--- config.mk ---
export PLATFORM = sky130hd
export DESIGN_NAME = dooz_move_entry
export DESIGN_NICKNAME = d
export VERILOG_FILES = /design/src/rtl/dooz_pkg.sv /design/src/rtl/dooz_debounce.sv /design/src/rtl/dooz_move_entry.sv
export SDC_FILE = /design/constraint.sdc
export NUM_CORES = 1
export LEC_CHECK = 0
export ABC_AREA = 1
export ABC_CLOCK_PERIOD_IN_PS = 1760
export CORE_MARGIN = 2
export CORE_UTILIZATION = 30
export CTS_BUF_LIST = sky130_fd_sc_hd__clkbuf_4 sky130_fd_sc_hd__clkbuf_8 sky130_fd_sc_hd__clkbuf_16
export CTS_CLUSTER_SIZE = 28
export DETAILED_ROUTE_END_ITERATION = 10
export SETUP_SLACK_MARGIN = 0.15
export SLEW_MARGIN = 20
export SYNTH_ARGS = -nofsm -noshare
export SYNTH_HDL_FRONTEND = slang
export SYNTH_SLANG_ARGS = --single-unit
export TNS_END_PERCENT = 5
--- constraint.sdc ---
create_clock -name clk -period 1.76 [get_ports clk]
set_clock_uncertainty 0.05 [all_clocks]
set_input_delay 0.352 -clock clk [delete_from_list [all_inputs] [get_ports clk]]
set_output_delay 0.352 -clock clk [all_outputs]
set_load 0.05 [all_outputs]
--- src/rtl/dooz_pkg.sv ---
// dooz_pkg: shared widths, states and rejection codes for the dooz move entry
package dooz_pkg;
  localparam int NCELLS = 9;
  localparam int CODE_W = 4;
  localparam logic [CODE_W-1:0] NO_MOVE = 4'd0;
  typedef enum logic [1:0] {IDLE, DRIVE, RELEASE} state_e;
  localparam logic [1:0] MULTI    = 2'd1;
  localparam logic [1:0] NOT_TURN = 2'd2;
  localparam logic [1:0] OCCUPIED = 2'd3;
  function automatic logic [CODE_W-1:0] cell_code(input logic [NCELLS-1:0] v);
    cell_code = NO_MOVE;
    for (int i = 0; i < NCELLS; i++) if (v[i]) cell_code = CODE_W'(i + 1);
  endfunction
endpackage

--- src/rtl/dooz_debounce.sv ---
// dooz_debounce: single-bit debouncer accepting a level after DEB_CYCLES stable cycles
module dooz_debounce #(
  parameter int DEB_CYCLES = 4,
  parameter int CNT_W      = 8
) (
  input  logic clk,
  input  logic reset,
  input  logic clr_i,
  input  logic raw_i,
  output logic level_o
);
  logic             level_q, level_d, flip;
  logic [CNT_W-1:0] cnt_q, cnt_d;
  // count cycles of disagreement; flip the level once it has persisted long enough
  always_comb begin
    flip    = !clr_i && (raw_i != level_q) && (cnt_q == CNT_W'(DEB_CYCLES - 1));
    level_d = clr_i ? 1'b0 : (flip ? raw_i : level_q);
    cnt_d   = (clr_i || raw_i == level_q || flip) ? '0 : cnt_q + 1'b1;
  end
  // level and counter registers
  always_ff @(posedge clk or negedge reset) begin
    if (!reset) begin
      level_q <= 1'b0;
      cnt_q   <= '0;
    end else begin
      level_q <= level_d;
      cnt_q   <= cnt_d;
    end
  end
  assign level_o = level_q;
endmodule

--- src/rtl/dooz_move_entry.sv ---
// dooz_move_entry: debounced, validated cell-press entry driving the dooz controller's p1/p2 moves
module dooz_move_entry
  import dooz_pkg::*;
#(
  parameter int DEB_CYCLES  = 4,
  parameter int ACK_TIMEOUT = 64,
  parameter int CNT_W       = 8
) (
  input  logic              clk,
  input  logic              reset,
  input  logic              start,
  input  logic [NCELLS-1:0] key,
  input  logic              turnA,
  input  logic              turnB,
  input  logic [NCELLS-1:0] selectA,
  input  logic [NCELLS-1:0] selectB,
  input  logic              winnerA,
  input  logic              winnerB,
  input  logic              equal,
  output logic [CODE_W-1:0] p1,
  output logic [CODE_W-1:0] p2,
  output logic              move_ok,
  output logic              move_rej,
  output logic [1:0]        rej_code
);
  state_e            state_q, state_d;
  logic [NCELLS-1:0] deb, deb_prev_q, sel_q, sel_d;
  logic [CODE_W-1:0] p1_q, p1_d, p2_q, p2_d;
  logic              ok_q, ok_d, rej_q, rej_d;
  logic [1:0]        code_q, code_d;
  logic [CNT_W-1:0]  tmo_q, tmo_d, tmo_inc;
  logic              game_over, bad_turn, multi, press, occ_hit, reject, ack, timeout;

  for (genvar i = 0; i < NCELLS; i++) begin : g_deb
    dooz_debounce #(.DEB_CYCLES(DEB_CYCLES), .CNT_W(CNT_W)) u_deb (
      .clk    (clk),
      .reset  (reset),
      .clr_i  (start),
      .raw_i  (key[i]),
      .level_o(deb[i])
    );
  end

  assign game_over = winnerA | winnerB | equal;
  assign bad_turn  = game_over || (turnA == turnB);
  assign multi     = (deb & (deb - 1'b1)) != '0;
  assign press     = (deb_prev_q == '0) && (deb != '0);
  assign occ_hit   = |(deb & (selectA | selectB));
  assign reject    = press && (multi || bad_turn || occ_hit);
  assign ack       = |(sel_q & ((p1_q != NO_MOVE) ? selectA : selectB));
  assign tmo_inc   = tmo_q + 1'b1;
  assign timeout   = tmo_inc == CNT_W'(ACK_TIMEOUT);

  // validate fresh presses, hold the driven move until acknowledged, then wait for key release
  always_comb begin
    state_d = state_q;
    p1_d    = p1_q;
    p2_d    = p2_q;
    sel_d   = sel_q;
    ok_d    = 1'b0;
    rej_d   = 1'b0;
    code_d  = code_q;
    tmo_d   = '0;
    case (state_q)
      IDLE: begin
        rej_d  = reject;
        code_d = reject ? (multi ? MULTI : bad_turn ? NOT_TURN : OCCUPIED) : code_q;
        if (reject) state_d = RELEASE;
        else if (press) begin
          sel_d   = deb;
          p1_d    = turnA ? cell_code(deb) : NO_MOVE;
          p2_d    = turnA ? NO_MOVE : cell_code(deb);
          state_d = DRIVE;
        end
      end
      DRIVE: begin
        tmo_d = tmo_inc;
        if (ack || game_over || timeout) begin
          p1_d    = NO_MOVE;
          p2_d    = NO_MOVE;
          tmo_d   = '0;
          ok_d    = ack;
          rej_d   = !ack;
          code_d  = ack ? code_q : NOT_TURN;
          state_d = RELEASE;
        end
      end
      RELEASE: state_d = (deb == '0) ? IDLE : RELEASE;
      default: state_d = IDLE;
    endcase
    if (start) begin
      state_d = IDLE;
      p1_d    = NO_MOVE;
      p2_d    = NO_MOVE;
      sel_d   = '0;
      ok_d    = 1'b0;
      rej_d   = 1'b0;
      code_d  = 2'd0;
      tmo_d   = '0;
    end
  end

  // state and output registers
  always_ff @(posedge clk or negedge reset) begin
    if (!reset) begin
      state_q    <= IDLE;
      p1_q       <= NO_MOVE;
      p2_q       <= NO_MOVE;
      sel_q      <= '0;
      ok_q       <= 1'b0;
      rej_q      <= 1'b0;
      code_q     <= 2'd0;
      tmo_q      <= '0;
      deb_prev_q <= '0;
    end else begin
      state_q    <= state_d;
      p1_q       <= p1_d;
      p2_q       <= p2_d;
      sel_q      <= sel_d;
      ok_q       <= ok_d;
      rej_q      <= rej_d;
      code_q     <= code_d;
      tmo_q      <= tmo_d;
      deb_prev_q <= start ? '0 : deb;
    end
  end

  assign p1       = p1_q;
  assign p2       = p2_q;
  assign move_ok  = ok_q;
  assign move_rej = rej_q;
  assign rej_code = code_q;
endmodule

* Yosys cells after proc, flatten, opt, wreduce, memory -nomap -nowiden *
Index checks and enable logic that the tools add are counted.

operators by class
  add/subtract/negate cells = 11
  $mul = 0
  divide/modulo/power cells = 0
  order comparisons = 0
  equality and inequality tests = 38
  shift operators = 0
  muxes and demuxes = 75
  bitwise gates (word level) = 6
  reduce and logical (&&, ||, !) cells = 69

operators by type and width
  kind                                                  number
  two-way mux 8 bit                                     12
  adder 8 x 1 -> 8 bit (second input constant)          10
  equality test 8 x 2 -> 1 bit (second input constant)  9
  two-way mux 4 bit                                     17
  two-way mux 9 bit                                     6
  bitwise AND 9 bit                                     3
  two-way mux 1 bit                                     25
  logical OR 1 bit                                      23
  nonzero test 2 bit                                    11
  logical AND 1 bit                                     20
  two-way mux 2 bit                                     10
  logical NOT 9 bit                                     2
  nonzero test 9 bit                                    2
  OR reduction 9 bit                                    2
  case mux 4 bit (2 select lines)                       2
  != test 3 bit (second input constant)                 5
  equality test 1 bit                                   10
  != test 1 bit                                         9
  OR 9 bit                                              1
  subtractor 9 x 1 -> 9 bit (second input constant)     1
  equality test 8 x 7 -> 1 bit (second input constant)  1
  AND reduction 4 bit                                   2
  case mux 2 bit (3 select lines)                       1
  != test 4 bit (second input constant)                 1
  other kinds (12)                                      14

word-level totals
  register bits after elaboration = 121
  bits in latches = 0
  memory bits (writable) = 0
  ROM bits = 0
  logic and storage cells = 226
  memories kept = 0

* Logic depth before layout (Yosys ltp) *
Gate-level depths: netlist of the first run.

  depth after elaboration = 14
  mapped depth = 14

* Hierarchy *
Synthesis of the first run repeated with hierarchy kept, for this count alone.

second synthesis, totals
  cells, all modules = 909
  area total of the unflattened synthesis = 6756.5 sq um

modules (own cells, without submodules)
  module           times used  cells an instance  area each (sq um)  seq. area each (sq um)
  dooz_debounce    9           65                 491.7              225.2
  dooz_move_entry  1           324                2331.0             1001.0

* Worst setup path after synthesis of the first run *
OpenSTA, ideal clock, no wires.

  path type = reg2reg
  start = reg p1_q[1], in the netlist p1[1]
  end = reg p1_q[3], in the netlist p1[3]
  setup time = 0.123 ns
  arrival = 1.792 ns
  data required time = 1.587 ns
  path slack = -0.205 ns
  cell stages (with the launch flop) = 13
  cells stage by stage = dfrtp_1 > nor2_4 > nand2_4 > nand2_1 > nand2_1 > clkinv_1 > nand2_2 > nor2_4 > nand3_2 > o21ai_4 > nor2_4 > nand2_1 > nand2_1

between the ends
  cells in the longest elaborated chain, start to end = 8

RTL lines
  what                                  RTL line                text
  from (decl)                           dooz_move_entry.sv:28   logic [CODE_W-1:0] p1_q, p1_d, p2_q, p2_d;
  from (signal assigned)                dooz_move_entry.sv:117  p1_q <= p1_d;
  nonzero test 4 bit                    dooz_move_entry.sv:50   assign ack = |(sel_q & ((p1_q != NO_MOVE) ? selectA : selectB));
  two-way mux 9 bit                     dooz_move_entry.sv:50
  bitwise AND 9 bit                     dooz_move_entry.sv:50
  OR reduction 9 bit                    dooz_move_entry.sv:50
  logical OR 1 bit (2 in series)        dooz_move_entry.sv:78   if (ack || game_over || timeout) begin
  != test 3 bit (no source line)        n/a
  AND reduction 4 bit (no source line)  n/a

Every way passes these cells.
A chain may end at the register's enable or synchronous reset.

* Final worst setup path of the first run *
  start = reg g_deb[3].u_deb.level_q
  end = reg p2_q[1], in the netlist p2[1]

between the ends
  cells in the longest elaborated chain, start to end = 11
  elaborated cells on any way between the ends = 24

RTL lines
  what                                                                                RTL line                text
  from (decl)                                                                         dooz_debounce.sv:12     logic level_q, level_d, flip;
  from (signal assigned)                                                              dooz_debounce.sv:26     level_q <= level_d;
  parallel branches: the longest is 11 deep, another holds subtractor 9 x 1 -> 9 bit  n/a
  to (signal assigned)                                                                dooz_move_entry.sv:118  p2_q <= p2_d;
  to (decl)                                                                           dooz_move_entry.sv:28

Parallel ways; which one is timed is not known. The select of a mux whose other input is x is not followed.

==> parameters.txt, run 1 <==
Parameter                              Value

Floorplan
  Die H ... ~150 um
  Number of top-level pins ... 47
  Core Region ... around 20,000 um^2
  Overall die area ... 21,200 um^2
  Initial core utilization ... 30.7%
  Horizontal die dimension ... 146 um
  Row cnt ... 51

Global routing
  Wire length of the first global-routing pass ... ~24 mm
  Largest net degree at the start of global routing ... 34
  Remaining global-route overflow ... 0
  All-layer global routing usage ... 14.2%
  Antenna violations before repair ... 0
  Via count of the first global-routing pass ... between 5,000 and 6,000

Yosys
  Synthesized area per cell ... between 7 and 8 um^2
  Number of flip-flops and latches in the synthesized netlist ... about 120
  Leading cell types by total area after synthesis ... dfrtp_1 (50%), nand2_1 (10%), inv_1 (6.2%), nor2_1 (6.0%), a21oi_1 (4.2%)
  Synthesized instance count ... 757
  Post-synth top area share ... 50.3%
  Library cell with the largest summed area after synthesis ... dfrtp_1
  Register area share after synthesis ... 50.3%
  Post-synthesis net count ... 802
  Synthesized cell area ... ~6000 um^2
  Count of yosys warnings during synthesis ... 0
  Number of distinct library cells after synthesis ... 31

Final layout
  Diode count ... 0
  Area growth syn-to-layout ... 36.0%
  Final Cell Area ... between 8000 and 9000 um^2
  Leading cell types in the layout, fill and taps excluded ... nand2_1 (148), dfrtp_1 (115), inv_1 (96)
  Final core utilization ... a little over two fifths
  Final layout net count ... 938
  Fraction of layout cells with a size suffix above 1 ... 20.8%
  Most common cell after layout, fill and taps aside ... nand2_1
  Number of standard cells in the layout, taps in and fillers out ... between 1,000 and 1,500

STA
  Setup repair after global routing missed its margin ... true
  Minimum setup slack in the final design ... -111 ps
  Final count of pins violating max slew ... 0
  Final Critical Period ... roughly 1900 ps
  Hold violation total from the final report ... 0
  Final setup violating endpoints ... 24
  Final clock period utilization by the worst path ... 106%
  Slew at the pin with the worst max-slew slack ... 508 ps
  Sum of negative setup slack ... -1870 ps
  Maximum achievable frequency ... about 530 MHz
  Relative slew slack ... 65.8%

Drt
  Antenna Violating Nets Remaining ... 0
  Number of violations reported at the end of detailed-routing iteration 0 ... between 200 and 250
  Routed WL per cell ... 12.4 um
  Total detailed-routing wirelength ... between 10 and 15 mm
  Count of unresolved DRC violations after routing ... 0
  Via density ... 4.57
  Via count ... roughly 5,300
  Drt first pass iters ... 4

Pwr
  Leakage power total ... approximately 3.9 nW
  Pwr dens ... 847 nW/um^2
  Maximum ir drop on the vdd rail ... ~640 uV

Status
  Failing checks ... setup timing
  Status ... finished with violations

CTS
  Cell at the root of the clock tree ... clkbuf_16
  Sink Count ... 121
  Clock tree from TritonCTS ... yes
  Clock transition at the registers of the reported paths ... about 50 ps
  Skew-Pair Late Insertion Delay ... 420 ps
  Max clock buf depth ... 2
  Number of H-tree levels ... 4
  Number of buffers added by the clock tree synthesis step ... 17

Place
  Post-Place Cell Area ... ~7300 um^2
  HPWL after detailed placement ... 10.7 mm
  Count of placed standard cells including taps ... around 1,100
  Post-Place Setup Slack ... -534 ps
  Port Buffers ... 46
  Routability congestion estimate ... approximately 0.79

Worst hold path
  Hold Crit Class ... in2async

Worst setup path
  Worst EP arrival ... 2130 ps
  Required time of the critical path ... about 2000 ps
  Crit path largest cell delay ... 450 ps
  Startpoint class of the critical path ... register
  Cell breakdown of the critical path ... buf_4 > inv_1 > nand3_1 > nand2_1 > nand2_1 > nor2_2 > nand3_2 > nand3_4 > nand2_8 > buf_6 > o21ai_1 > nand2_1
  Crit path max-delay cell type ... dfrtp_2
  Most common cell on crit path ... nand2_1
  Sort of element at the end of the critical path ... register
  Critical setup path kind ... reg2reg
  Peak fanout along the critical path ... 6

Flow run
  # Max-Cap Violations ... 0
-- cell families after synthesis --
family                   after synthesis  synth area share (%)
AO/OA/AOI/OAI                         99                  8.58
XOR/XNOR                               1                 0.145
adder cells (fa/ha/maj)               10                  2.08
buffers and inverters                110                  6.98
flip-flops                           121                  50.3
AND/OR/NAND/NOR                      416                  31.9
-- state kept, by name, summed over array words and instances, names as in the netlist --
name and flops:
p1 4, tmo_q 8, g_deb.u_deb.cnt_q 72, move_rej 1, sel_q 9, state_q 2, rej_code 2, g_deb.u_deb.level_o 9
move_ok 1, p2 4, deb_prev_q 9
-- critical path, delay by kind of cell, from the launching register on --
kind	cells	cell delay, ps
flops	1	450
buf+inv	3	380
compound gates	1	110
simple gates	8	740
-- layout make-up --
cell class / instances / area [um^2]
tap: 265 / 332
sequential: 121 / 3040
fill: 1982 / 11400
multi-input combinational: 526 / 2760
timing repair buffer: 122 / 1100
inverter: 105 / 397
clock buffer: 21 / 468
clock inverter: 9 / 100
-- final timing paths --
kind | cells past startpoint | from | slack [ps] | endpoint
worst max-delay path | 12 | g_deb[3].u_deb.level_o | -110 | p2[1]
worst min-delay path | 2 | reset | 360 | g_deb[3].u_deb.cnt_q[7]
worst max register to register | 12 | g_deb[3].u_deb.level_o | -110 | p2[1]
worst min register to register | 1 | g_deb[5].u_deb.cnt_q[0] | 410 | g_deb[5].u_deb.cnt_q[0]
max in group asynchronous | 3 | reset | 660 | p1[0]
min in group clk | 1 | g_deb[5].u_deb.cnt_q[0] | 410 | g_deb[5].u_deb.cnt_q[0]
-- per-layer routing --
layer / track usage, % / routed length, um / vias to the layer above
met4: 5.34 / 316 / 0
met1: 18.4 / 7040 / 2479
li1: - / - / 2755
met3: 4.36 / 523 / 21
met5: 0 / 0 / -
met2: 22.3 / 6610 / 88
-- repair_timing --
item | 4_1_cts | 5_1_grt
resized for setup | 5 | 59
cloned | 0 | 0
endpoints found under the setup margin | 30 | 91
pin swaps | 1 | 34
hold endpoints to repair | 25 | 0
hold buffers | 1 | 0
buffers inserted | 1 | 9
-- where the power goes --
group	switching, mW	internal [mW]	total (mW)
combinational	0.426	0.303	0.729
clock	1.19	2.15	3.34
sequential	0.0331	2.83	2.87
-- through the flow --
step                power [mW]  hold WS (ps)
detailed placement        3.58           275
CTS                       6.99           372
global route              7.25           404
global placement          3.58           270
floorplan                 3.22          6.41
finish                    6.94           364
-- synth_stat cells --
cell type / number
nand3_2: 4
clkinv_1: 1
nand2_1: 163
nor2_1: 97
nor3b_1: 19
a21oi_1: 51
buf_6: 1
o21bai_1: 1
a31oi_1: 1
inv_2: 5
nand3_1: 44
o21ai_2: 1
nor2_2: 3
o21ai_1: 12
nand2_2: 2
or2_2: 1
o21ai_4: 1
nand3b_1: 6
nand2_4: 2
xnor2_1: 1
nor3_1: 39
ha_1: 10
dfrtp_1: 121
nor2_4: 4
clkbuf_1: 4
a21boi_0: 1
o21ai_0: 31
nand4_1: 6
inv_1: 99
nor4_1: 21
and3_1: 5
Power figures use the tool's default switching activity.
==> inputs of run 2 (changes only) <==
--- a/config.mk
+++ b/config.mk
@@ -7,7 +7,6 @@
 export LEC_CHECK = 0
 export ABC_AREA = 1
 export ABC_CLOCK_PERIOD_IN_PS = 1760
-export CORE_MARGIN = 2
 export CORE_UTILIZATION = 30
 export CTS_BUF_LIST = sky130_fd_sc_hd__clkbuf_4 sky130_fd_sc_hd__clkbuf_8 sky130_fd_sc_hd__clkbuf_16
 export CTS_CLUSTER_SIZE = 28
==> run 2 against run 1 <==
Net effect: combinational power is 2% lower; largest cell class unchanged; worst hold slack worse by 9.2 ps; non-clock buffer count down 5; first-iteration DRC count up 27%; via count down 0.54%; final cell count fell by 0.26%; global-route usage up 1.2 points; clock-buffer cell count up 3; setup slack lost 57 ps; maximum frequency shrank 3.0%; the flow still finishes with violations (setup timing).
==> parameters.txt, run 2 (synthesized netlist as in run 1, its figures left out) <==
Parameter                              Value

Worst setup path
  Worst EP arrival ... 2240 ps (was 2130 ps)
  Peak fanout along the critical path ... 9 (was 6)
  Critical setup path kind ... reg2reg (unchanged)
  Startpoint class of the critical path ... register (unchanged)
  Required time of the critical path ... 2070 ps (was 2020 ps)
  Sort of element at the end of the critical path ... register (unchanged)

CTS
  Clock transition at the registers of the reported paths ... 50 ps (about the same)
  Clock tree from TritonCTS ... yes (unchanged)
  Number of H-tree levels ... 4 (unchanged)
  Cell at the root of the clock tree ... clkbuf_16 (unchanged)
  Number of buffers added by the clock tree synthesis step ... 17 (unchanged)
  Skew-Pair Late Insertion Delay ... 420 ps (about the same)
  Sink Count ... 121 (unchanged)
  Max clock buf depth ... 2 (unchanged)

Floorplan
  Overall die area ... 20,600 um^2 (was 21,200 um^2)
  Number of top-level pins ... 47 (unchanged)
  Initial core utilization ... 30.7% (unchanged)
  Core Region ... 19,600 um^2 (unchanged)
  Row cnt ... 51 (unchanged)
  Die H ... 144 um (was 146 um)
  Horizontal die dimension ... 144 um (was 146 um)

Global routing
  Largest net degree at the start of global routing ... 43 (was 34)
  Remaining global-route overflow ... 0 (unchanged)
  Via count of the first global-routing pass ... 5,142 (was 5,039)
  All-layer global routing usage ... 15.4% (was 14.2%)
  Wire length of the first global-routing pass ... 24.3 mm (was 24.2 mm)
  Antenna violations before repair ... 0 (unchanged)

STA
  Slew at the pin with the worst max-slew slack ... 525 ps (was 508 ps)
  Hold violation total from the final report ... 0 (unchanged)
  Relative slew slack ... 64.7% (was 65.8%)
  Minimum setup slack in the final design ... -168 ps (was -111 ps)
  Final count of pins violating max slew ... 0 (unchanged)
  Final Critical Period ... 1930 ps (was 1870 ps)
  Final clock period utilization by the worst path ... 110% (was 106%)
  Final setup violating endpoints ... 25 (was 24)
  Setup repair after global routing missed its margin ... true (unchanged)
  Maximum achievable frequency ... 519 MHz (was 535 MHz)
  WHS ... 355 ps (was 364 ps)

Final layout
  Number of standard cells in the layout, taps in and fillers out ... 1,166 (was 1,169)
  Final layout net count ... 933 (was 938)
  Diode count ... 0 (unchanged)
  Area growth syn-to-layout ... 35.3% (was 36.0%)
  Top register by number of flip-flops ... g_deb.u_deb.cnt_q (unchanged)
  Number of flip-flops under the largest register name ... 72 (unchanged)
  Most common cell after layout, fill and taps aside ... nand2_1 (unchanged)
  Leading cell types in the layout, fill and taps excluded ... nand2_1 (151), dfrtp_1 (115), inv_1 (99) (was nand2_1 (148), dfrtp_1 (115), inv_1 (96))
  Filler cell count in the final layout ... 1,939 (was 1,982)
  Fraction of layout cells with a size suffix above 1 ... 19.3% (was 20.8%)

Pwr
  Maximum ir drop on the vdd rail ... 499 uV (was 644 uV)
  Leakage power total ... 3.92 nW (was 3.93 nW)
  Pwr dens ... 881 nW/um^2 (was 847 nW/um^2)
  Post-route total power ... 7.17 mW (was 6.94 mW)

Drt
  Drt first pass iters ... 5 (was 4)
  Routed WL per cell ... 12.3 um (was 12.4 um)
  Total detailed-routing wirelength ... 14.3 mm (was 14.5 mm)
  Count of unresolved DRC violations after routing ... 0 (unchanged)
  Via count ... 5,314 (was 5,343)
  Number of violations reported at the end of detailed-routing iteration 0 ... 288 (was 226)
  Antenna Violating Nets Remaining ... 0 (unchanged)
  Via density ... 4.56 (was 4.57)

Flow run
  # Max-Cap Violations ... 0 (unchanged)

Place
  HPWL after detailed placement ... 10.4 mm (was 10.7 mm)
  Count of placed standard cells including taps ... 1,128 (unchanged)
  Port Buffers ... 46 (unchanged)
  Routability congestion estimate ... 0.832 (was 0.787)

Worst hold path
  Hold Crit Class ... in2async (unchanged)

Status
  Status ... finished with violations (unchanged)
  Failing checks ... setup timing (unchanged)
-- run 2: cell types whose count changed in the layout (fill, tap and decap cells not counted), sizes merged --
cell      change
buf           -5
clkbuf        +3
bufinv        +1
clkinv        -1
clkinvlp      -1
-- run 2: critical path, cell delays in order, from the launching register on --
cell	delay, ps
dfrtp_2	420
nor2_4	120
buf_12	140
nand2_8	80
nand2_1	60
nand2_1	50
clkinv_1	60
nand2_2	60
nor2_4	120
nand3_4	110
o21ai_4	290
buf_4	170
o21ai_1	60
nand2_1	50
-- run 2: stage by stage --
| step | instance area [um^2] | utilization, % | setup slack (ps) | TNS [ps] |
|---|---|---|---|---|
| after detailed placement | 7310 | 37.3 | -545 | -24540 |
| after global placement | 7310 | 37.3 | -464 | -23130 |
| after floorplan | 6030 | - | -97.8 | -850 |
| after CTS | 7970 | 40.7 | -196 | -2790 |
| after global routing | 8150 | 41.6 | -278 | -6180 |
| final | 8150 | 41.6 | -168 | -2750 |
-- run 2: path summary, 6_finish.rpt --
| kind | from | end | slack, ps | cells past startpoint |
|---|---|---|---|---|
| setup / recovery | p1[1] | p1[0] | -170 | 13 |
| hold / removal | reset | g_deb[7].u_deb.cnt_q[2] | 350 | 2 |
| setup reg to reg | p1[1] | p1[0] | -170 | 13 |
| hold reg to reg | g_deb[8].u_deb.cnt_q[0] | g_deb[8].u_deb.cnt_q[0] | 400 | 1 |
| max in group asynchronous | reset | g_deb[3].u_deb.level_o | 720 | 3 |
| min in group clk | g_deb[8].u_deb.cnt_q[0] | g_deb[8].u_deb.cnt_q[0] | 400 | 1 |
-- run 2: area by class of cell --
| type | instances | area [um^2] | area share (%) |
|---|---|---|---|
| tap | 265 | 332 | 4.07 |
| multi-input combinational | 526 | 2730 | 33.5 |
| sequential | 121 | 3040 | 37.3 |
| inverter | 105 | 394 | 4.84 |
| timing repair buffer | 117 | 1040 | 12.8 |
| clock inverter | 8 | 118 | 1.44 |
| clock buffer | 24 | 497 | 6.10 |
-- run 2: what timing repair did --
action,CTS,global route
hold endpoints to repair,24,0
hold buffers,1,0
endpoints found under the setup margin,30,86
pin swaps,0,11
setup buffers,0,5
resized for setup,9,37
-- run 2: power by group --
| group | internal [mW] | switching [mW] | leakage, nW | total, mW |
|---|---|---|---|---|
| clock network | 2.39 | 1.21 | 0.308 | 3.59 |
| registers | 2.83 | 0.0320 | 1.67 | 2.87 |
| logic | 0.288 | 0.428 | 1.95 | 0.716 |
| total | 5.51 | 1.67 | 3.92 | 7.17 |
-- run 2: metal layers --
layer | wire (um) | track usage [%] | vias up
met5 | 0 | 0 | -
met4 | 224 | 6.16 | 0
met3 | 571 | 4.03 | 19
met2 | 6600 | 24.5 | 93
met1 | 6940 | 19.9 | 2457
li1 | - | - | 2745
==> inputs of run 3 (changes only) <==
--- a/config.mk
+++ b/config.mk
@@ -8,9 +8,10 @@
 export ABC_AREA = 1
 export ABC_CLOCK_PERIOD_IN_PS = 1760
 export CORE_UTILIZATION = 30
-export CTS_BUF_LIST = sky130_fd_sc_hd__clkbuf_4 sky130_fd_sc_hd__clkbuf_8 sky130_fd_sc_hd__clkbuf_16
+export CTS_BUF_LIST = sky130_fd_sc_hd__clkbuf_8
 export CTS_CLUSTER_SIZE = 28
 export DETAILED_ROUTE_END_ITERATION = 10
+export HOLD_SLACK_MARGIN = 0.08
 export SETUP_SLACK_MARGIN = 0.15
 export SLEW_MARGIN = 20
 export SYNTH_ARGS = -nofsm -noshare
==> run 3 against run 2 <==
Net effect: the run still ends with setup timing left; first-iteration DRC count fell by 11%; sequential share of layout area is 0.68 points higher; clock power is 28% lower; setup slack gained 22 ps; power shrank 14%; worst hold slack got worse by 39 ps; largest power group is now registers; highest routed layer unchanged.
==> parameters.txt, run 3 (synthesized netlist as in run 1, its figures left out) <==
Parameter                              Value

Global routing
  Via count of the first global-routing pass ... 5,096 (was 5,142)
  All-layer global routing usage ... 15.3% (was 15.4%)
  Antenna violations before repair ... 0 (unchanged)
  Largest net degree at the start of global routing ... 43 (unchanged)
  Wire length of the first global-routing pass ... 24.2 mm (was 24.3 mm)
  Remaining global-route overflow ... 0 (unchanged)

Pwr
  Share of power burned in combinational logic ... 11.8% (was 10.0%)
  Net Switching ... 1.56 mW (was 1.67 mW)
  Total internal power ... 4.61 mW (was 5.51 mW)
  Post-route total power ... 6.17 mW (was 7.17 mW)
  Switching Fraction ... 25.3% (was 23.2%)
  Pwr dens ... 771 nW/um^2 (was 881 nW/um^2)
  Maximum ir drop on the vdd rail ... 368 uV (was 499 uV)
  Sequential Power Share ... 46.4% (was 39.9%)
  Fraction of power consumed by the clock network ... 41.8% (was 50.1%)
  Leakage power total ... 3.87 nW (was 3.92 nW)

Final layout
  Leading cell types in the layout, fill and taps excluded ... nand2_1 (154), dfrtp_1 (116), inv_1 (103) (was nand2_1 (151), dfrtp_1 (115), inv_1 (99))
  Area growth syn-to-layout ... 32.8% (was 35.3%)
  Final layout net count ... 938 (was 933)
  Number of flip-flops under the largest register name ... 72 (unchanged)
  Fraction of layout cells with a size suffix above 1 ... 18.9% (was 19.3%)
  Total area of multi-input combinational cells ... 2730 um^2 (about the same)
  Area used by sequential logic in the layout ... 3030 um^2 (was 3040 um^2)
  Diode count ... 0 (unchanged)
  Top register by number of flip-flops ... g_deb.u_deb.cnt_q (unchanged)
  Filler cell count in the final layout ... 1,951 (was 1,939)
  Number of standard cells in the layout, taps in and fillers out ... 1,171 (was 1,166)
  Final core utilization ... 40.8% (was 41.6%)
  Most common cell after layout, fill and taps aside ... nand2_1 (unchanged)
  Final Cell Area ... 8000 um^2 (was 8150 um^2)

STA
  Minimum setup slack in the final design ... -146 ps (was -168 ps)
  Hold violation total from the final report ... 0 (unchanged)
  Relative slew slack ... 64.6% (was 64.7%)
  Setup repair after global routing missed its margin ... true (unchanged)
  Final Critical Period ... 1910 ps (was 1930 ps)
  Final count of pins violating max slew ... 0 (unchanged)
  Maximum achievable frequency ... 525 MHz (was 519 MHz)
  Final clock period utilization by the worst path ... 108% (was 110%)
  Slew at the pin with the worst max-slew slack ... 526 ps (was 525 ps)
  WHS ... 316 ps (was 355 ps)
  Final setup violating endpoints ... 25 (unchanged)

CTS
  Skew-Pair Late Insertion Delay ... 460 ps (was 420 ps)
  Sink Count ... 121 (unchanged)
  Max clock buf depth ... 2 (unchanged)
  Number of H-tree levels ... 4 (unchanged)
  Clock tree from TritonCTS ... yes (unchanged)
  Clock transition at the registers of the reported paths ... 70 ps (was 50 ps)
  Number of buffers added by the clock tree synthesis step ... 17 (unchanged)
  Cell at the root of the clock tree ... clkbuf_8 (was clkbuf_16)

Status
  Failing checks ... setup timing (unchanged)
  Status ... finished with violations (unchanged)

Drt
  Routed WL per cell ... 12.2 um (was 12.3 um)
  Antenna Violating Nets Remaining ... 0 (unchanged)
  Via density ... 4.50 (was 4.56)
  Via count ... 5,272 (was 5,314)
  Count of unresolved DRC violations after routing ... 0 (unchanged)
  Drt first pass iters ... 5 (unchanged)
  Number of violations reported at the end of detailed-routing iteration 0 ... 255 (was 288)
  Total detailed-routing wirelength ... 14.2 mm (was 14.3 mm)

Place
  Port Buffers ... 46 (unchanged)
  Count of placed standard cells including taps ... 1,128 (unchanged)
  HPWL after detailed placement ... 10.4 mm (unchanged)
  Post-Place Cell Area ... 7310 um^2 (unchanged)
  Routability congestion estimate ... 0.832 (unchanged)

Worst setup path
  Worst EP arrival ... 2210 ps (was 2240 ps)
  Required time of the critical path ... 2060 ps (was 2070 ps)
  Reg-to-reg slack, setup ... -150 ps (was -170 ps)
  Startpoint class of the critical path ... register (unchanged)
  Number of stages on the worst setup path ... 13 (unchanged)
  Sort of element at the end of the critical path ... register (unchanged)
  Crit path max-delay cell type ... dfrtp_2 (unchanged)
  CP bufs+invs ... 2 (was 3)
  Family of cells with the greatest summed delay on the critical path ... simple AND/OR/NAND/NOR gates (unchanged)
  Number of cells on the worst reg-to-reg path ... 13 (unchanged)
  Peak fanout along the critical path ... 9 (unchanged)
  Reg2reg start ... p1[1] (unchanged)
  Critical setup path kind ... reg2reg (unchanged)
  Critical path destination ... p1[3] (was p1[0])
  Startpoint of the most critical setup path ... p1[1] (unchanged)
  Reg-to-reg critical path endpoint ... p1[3] (was p1[0])
  Crit path largest cell delay ... 420 ps (about the same)
  Cell breakdown of the critical path ... nor2_4 > buf_12 > nand2_8 > nand2_2 > nand2_2 > clkinv_2 > nand2_2 > nor2_4 > nand3_4 > o21ai_4 > nor2_4 > nand2_1 > nand2_1 (was nor2_4 > buf_12 > nand2_8 > nand2_1 > nand2_1 > clkinv_1 > nand2_2 > nor2_4 > nand3_4 > o21ai_4 > buf_4 > o21ai_1 > nand2_1)

Floorplan
  Overall die area ... 20,600 um^2 (unchanged)
  Horizontal die dimension ... 144 um (unchanged)
  Number of top-level pins ... 47 (unchanged)
  Core Region ... 19,600 um^2 (unchanged)
  Die H ... 144 um (unchanged)
  Initial core utilization ... 30.7% (unchanged)
  Row cnt ... 51 (unchanged)

Worst hold path
  Hold Crit Class ... in2async (unchanged)

Flow run
  # Max-Cap Violations ... 0 (unchanged)
run 3: changes by cell type in the layout (fill, tap and decap cells not counted), sizes merged:
cell,change
buf,+4
clkbuf,-4
inv,+4
clkdlybuf4s50,+1
dlymetal6s2s,-1
nand2,+1
run 3: what timing repair did:
action                     in CTS  in global routing
setup endpoints to repair      34                 74
gates resized for setup        21                 27
buffers inserted                0                  9
hold buffers                    1                  0
pin swaps                       5                 26
hold endpoints to repair       24                  0
gates cloned                    0                  1
run 3: layout make-up:
| type | instances | share of cell area, % |
|---|---|---|
| multi-input combinational | 527 | 34.2 |
| tap | 265 | 4.15 |
| timing repair buffer | 121 | 13.7 |
| clock inverter | 12 | 1.66 |
| sequential | 121 | 37.9 |
| clock buffer | 20 | 3.44 |
| inverter | 105 | 4.94 |
run 3: power groups by stage:
stage | sequential (mW) | combinational [mW] | clock [mW]
after detailed placement | 2.91 | 0.662 | 0
final | 2.86 | 0.726 | 2.58
after global routing | 2.87 | 0.801 | 2.79
after floorplan | 2.96 | 0.266 | 0
after global placement | 2.91 | 0.660 | 0
after CTS | 2.86 | 0.686 | 2.66
run 3: through the flow:
stage / TNS [ps] / worst slack (ps)
5_1_grt: -5770 / -270
3_3_place_gp: -23130 / -464
3_5_place_dp: -24540 / -545
6_report: -2140 / -146
4_1_cts: -2270 / -179
2_1_floorplan: -850 / -97.8
run 3: routing by layer:
metal	track usage, %	wire (um)
met5	0	0
met4	5.04	167
met3	4.33	614
met2	24.2	6480
met1	20.0	6970
run 3: worst min-delay path by stage:
stage	start	to	slack [ps]	cells past startpoint
after floorplan	reset	deb_prev_q[0]	6	0
after global placement	reset	g_deb[7].u_deb.cnt_q[2]	270	1
after detailed placement	reset	g_deb[7].u_deb.cnt_q[2]	260	1
after CTS	reset	g_deb[7].u_deb.cnt_q[2]	300	2
after global routing	reset	g_deb[7].u_deb.cnt_q[2]	330	2
final	reset	g_deb[7].u_deb.cnt_q[2]	320	2
